[config.mk]
export PLATFORM = sky130hd
export DESIGN_NAME = fpu_sequencer
export DESIGN_NICKNAME = d
export VERILOG_FILES = /design/src/rtl/fpu_sequencer.sv
export SDC_FILE = /design/constraint.sdc
export NUM_CORES = 1
export LEC_CHECK = 0
export ABC_AREA = 1
export CORE_UTILIZATION = 35
export CTS_CLUSTER_SIZE = 30
export DETAILED_ROUTE_END_ITERATION = 8
export SETUP_SLACK_MARGIN = 0.4
export SYNTH_ARGS = -nofsm -noshare
export SYNTH_HDL_FRONTEND = slang
export SYNTH_SLANG_ARGS = --single-unit
[constraint.sdc]
create_clock -name clk -period 1.3 [get_ports clk]
set_input_delay 0.26 -clock clk [delete_from_list [all_inputs] [get_ports clk]]
set_output_delay 0.26 -clock clk [all_outputs]
set_load 0.02 [all_outputs]
[src/rtl/fpu_sequencer.sv]
// Multicycle sequencer for the shared FPU: latches an op, runs the datapath for
// an op-dependent number of cycles, stalls the main FSM meanwhile, then issues
// one writeback cycle (result write + optional NZCV update).
// Latency: Done in cycle LAT+2 after the accepting edge (LOAD=1, EXEC=LAT, WB=1).
// Backpressure: FPUStart outside IDLE is dropped (no queuing); Stall holds the
// main FSM through LOAD and EXEC.
// Ports: clk/reset (sync, active-high); FPUStart/FPUOp/SetFlags request;
// Stall/Busy status; FPUOpSel/OperandLatch/FPUEn datapath controls;
// ResultWE/FlagWE/Done writeback strobes.
module fpu_sequencer #(
    parameter int ADD_LAT = 3,
    parameter int MUL_LAT = 4,
    parameter int DIV_LAT = 12
) (
    input  logic       clk,
    input  logic       reset,
    input  logic       FPUStart,
    input  logic [1:0] FPUOp,
    input  logic       SetFlags,
    output logic       Stall,
    output logic       Busy,
    output logic [1:0] FPUOpSel,
    output logic       OperandLatch,
    output logic       FPUEn,
    output logic       ResultWE,
    output logic       FlagWE,
    output logic       Done
);

    typedef enum logic [1:0] {IDLE, LOAD, EXEC, WB} state_t;

    // Counter preload values: EXEC runs LAT cycles, the last one with cnt=0.
    localparam logic [3:0] ADD_CNT = 4'(ADD_LAT - 1);
    localparam logic [3:0] MUL_CNT = 4'(MUL_LAT - 1);
    localparam logic [3:0] DIV_CNT = 4'(DIV_LAT - 1);

    state_t     state, state_nxt;
    logic [3:0] cnt, cnt_nxt;
    logic [1:0] op_q, op_nxt;
    logic       sflag, sflag_nxt;

    always_ff @(posedge clk) begin
        if (reset) begin
            state <= IDLE;
            cnt   <= 4'd0;
            op_q  <= 2'b00;
            sflag <= 1'b0;
        end else begin
            state <= state_nxt;
            cnt   <= cnt_nxt;
            op_q  <= op_nxt;
            sflag <= sflag_nxt;
        end
    end

    always_comb begin
        state_nxt    = state;
        cnt_nxt      = cnt;
        op_nxt       = op_q;
        sflag_nxt    = sflag;
        Stall        = 1'b0;
        OperandLatch = 1'b0;
        FPUEn        = 1'b0;
        ResultWE     = 1'b0;
        FlagWE       = 1'b0;
        Done         = 1'b0;
        case (state)
            IDLE: begin
                if (FPUStart) begin
                    op_nxt    = FPUOp;
                    sflag_nxt = SetFlags;
                    state_nxt = LOAD;
                end
            end
            LOAD: begin
                OperandLatch = 1'b1;
                Stall        = 1'b1;
                case (op_q)
                    2'b10:   cnt_nxt = MUL_CNT;
                    2'b11:   cnt_nxt = DIV_CNT;
                    default: cnt_nxt = ADD_CNT;
                endcase
                state_nxt = EXEC;
            end
            EXEC: begin
                FPUEn = 1'b1;
                Stall = 1'b1;
                // Decrement only while nonzero so the counter can never wrap.
                if (cnt == 4'd0) state_nxt = WB;
                else             cnt_nxt   = cnt - 4'd1;
            end
            WB: begin
                ResultWE  = 1'b1;
                FlagWE    = sflag;
                Done      = 1'b1;
                state_nxt = IDLE;
            end
            default: state_nxt = IDLE;
        endcase
    end

    assign Busy     = (state != IDLE);
    assign FPUOpSel = op_q;

endmodule
==> summary.txt <==
Synth
  • Synth area leaders: dfxtp_1 (34%), ha_1 (16%), nand2_1 (9.8%), nor2_1 (8.4%), a21oi_1 (5.6%)
  • Yosys warnings: 0
  • Post-synthesis sequential element count: 9
  • Post-synthesis cell count: 75
  • Most common cell in the netlist: nand2_1
  • Area share of the largest cell type after synthesis: ~34%
  • Async SR Flop Fraction: 0%
  • Most used DFF post-synth: dfxtp_1
  • Sequential area share after synthesis: roughly a third
  • Synth cell count leaders: nand2_1 (14), nor2_1 (12), dfxtp_1 (9)
  • Synth unique cells: 14
  • Post-synth EDFFs: 0
  • Post-Synthesis Cell Area: roughly 530 sq um
  • Mean cell area of the mapped netlist: between 7 and 8 sq um
  • Cell taking the most area after synthesis: dfxtp_1
  • Syn_nets: 88

Clocking
  • Clk root buf: clkbuf_4
  • Max Root-Sink Buffers: 2
  • H-tree level count: 1
  • Clock transition at path regs: 70 ps
  • Total CTS buffers: 3
  • Worst skew pair latency: ~280 ps
  • Clk sinks: 9
  • CTS tree: built

STA
  • Slack of the critical path: -42.9 ps
  • Least-Margin Pin Slew: between 200 and 250 ps
  • RSZ-0062 raised after global routing: yes
  • Fin Clk Skew: 7.66 ps
  • Slew Viols, Final: 0
  • Slew headroom: about 86%
  • Tcrit/Tclk final: 103%
  • Final Hold Viols: 0
  • Fmax: between 700 and 800 MHz
  • Hold slack: around 480 ps
  • Crit path time final: 1340 ps
  • # setup viols final: 2
  • Setup TNS: -43.2 ps

Detailed routing
  • DR pass1 iterations: 2
  • Post-route ant nets: 0
  • Final wirelength: 1.28 mm
  • Vias per std cell: 4.72
  • Iter 0 DRT Violations: 4
  • Post-route DRC: 0
  • Routed len/inst: roughly 11 um
  • Via count: 552

Global route
  • Initial antenna violation count: 0
  • Grt ovf: 0
  • First-pass GRT wire length: 1.87 mm
  • Largest net degree at the start of global routing: 8
  • Number of global-route vias before repair: between 400 and 500
  • Gr usage total: 18.3%

Floorplanning
  • Die area: around 0.0017 sq mm
  • Die Ht: 41.1 um
  • Cell Rows: 13
  • Total core area: ~0.0014 sq mm
  • Starting Density: between 30 and 40%
  • I/O pin cnt: 15
  • Die Wd: 41.1 um

Cells and area
  • Fillers: 109
  • FF/Latch Area: between 150 and 200 sq um
  • Final nets: approximately 120
  • ANT cells: 0
  • Finished Core Util: between 70% and 80%
  • Multi-input logic area: around 460 sq um
  • Share of cells above drive strength 1: 54.9%
  • Area growth syn-to-layout: 85.2%

Setup path
  • Crit path kind: reg2out
  • Crit. End Element: output pin
  • Critical path peak fanout: 3
  • Crit path required time: between 1000 and 1500 ps
  • Worst setup SP type: register
  • Worst Path Arrival: between 1000 and 1500 ps

Pwr
  • Cell leakage power: approximately 0.42 nW
  • PwrDens: roughly 2200 mW/mm^2
  • Highest ir drop seen on vdd: ~1.6 mV

Status
  • Status: finished with violations
  • Failing checks: negative setup slack

Placement
  • Post-DP HPWL: ~920 um
  • # port buffers: 14
  • Final Wtd Congestion: ~0.74
  • Setup slack at placement: -220 ps

Flow run
  • Max cap viols: 0

Min path
  • Hold Crit Class: reg2reg
-- timing repair --
item / CTS / global route
setup endpoints to repair: 18 / 18
resized for setup: 68 / 28
hold buffers: 0 / 0
pin swaps: 6 / 7
buffers inserted: 2 / 2
-- metal layers --
metal	routed length [um]	track usage [%]
met5	0	0
met1	523	16.0
met2	646	32.4
met3	81	10.3
met4	25	10.0
-- flip-flops by register name, indices dropped and copies added (netlist names) --
name      cells
FPUOpSel      2
cnt           4
sflag         1
state         2
-- cells in the final DEF (no fill, tap or decap), drive strengths merged --
cell type / instances
or2: 1
a21oi: 6
nand3: 6
nor2: 12
clkbuf: 4
nand3b: 1
xor2: 1
clkdlybuf4s50: 5
buf: 19
inv: 9
o21ai: 4
ha: 7
dfxtp: 9
nand2: 18
-- worst paths after layout --
kind	startpoint	end	slack, ps	cells after the start
max	state[1]	Stall	-40	3
min	cnt[1]	cnt[1]	480	2
max reg2reg	state[1]	cnt[3]	50	9
min reg2reg	cnt[1]	cnt[1]	480	2
-- where the power goes --
part	switching, mW	total [mW]	internal (mW)
registers	0.0983	0.482	0.384
clock network	0.115	0.234	0.119
logic	0.751	1.48	0.727
total	0.965	2.19	1.23
-- logic make-up (layout without fill, tap and decap cells) --
| group | Yosys count | after routing | synth area share [%] |
|---|---|---|---|
| AOI/OAI and AO/OA | 10 | 10 | 9.37 |
| xor gates and xnor gates | 1 | 1 | 1.64 |
| adders and majority gates | 7 | 7 | 16.4 |
| buffers and inverters | 10 | 37 | 7.73 |
| DFF | 9 | 9 | 33.7 |
| and+or+nand+nor | 38 | 38 | 31.1 |
-- per-stage QoR --
step | cells | total power, mW | cell area, sq um
floorplan | 75 | 1.20 | 582
global placement | 109 | 1.53 | 778
detailed placement | 109 | 1.53 | 778
CTS | 115 | 1.97 | 875
global route | 117 | 2.38 | 990
finish | 117 | 2.19 | 990
-- worst max-delay path: stages, from the launching register on --
cell and delay, ps:
dfxtp_4 380, inv_4 60, ha_4 270, buf_6 110
-- layout make-up --
cell class                 count  share of cell area, %
inverter                       9                   5.44
tap                           15                   1.90
multi-input combinational     56                   46.3
sequential                     9                   19.3
clock buffer                   4                   2.65
timing repair buffer          24                   24.4
Power figures use the tool's default switching activity.
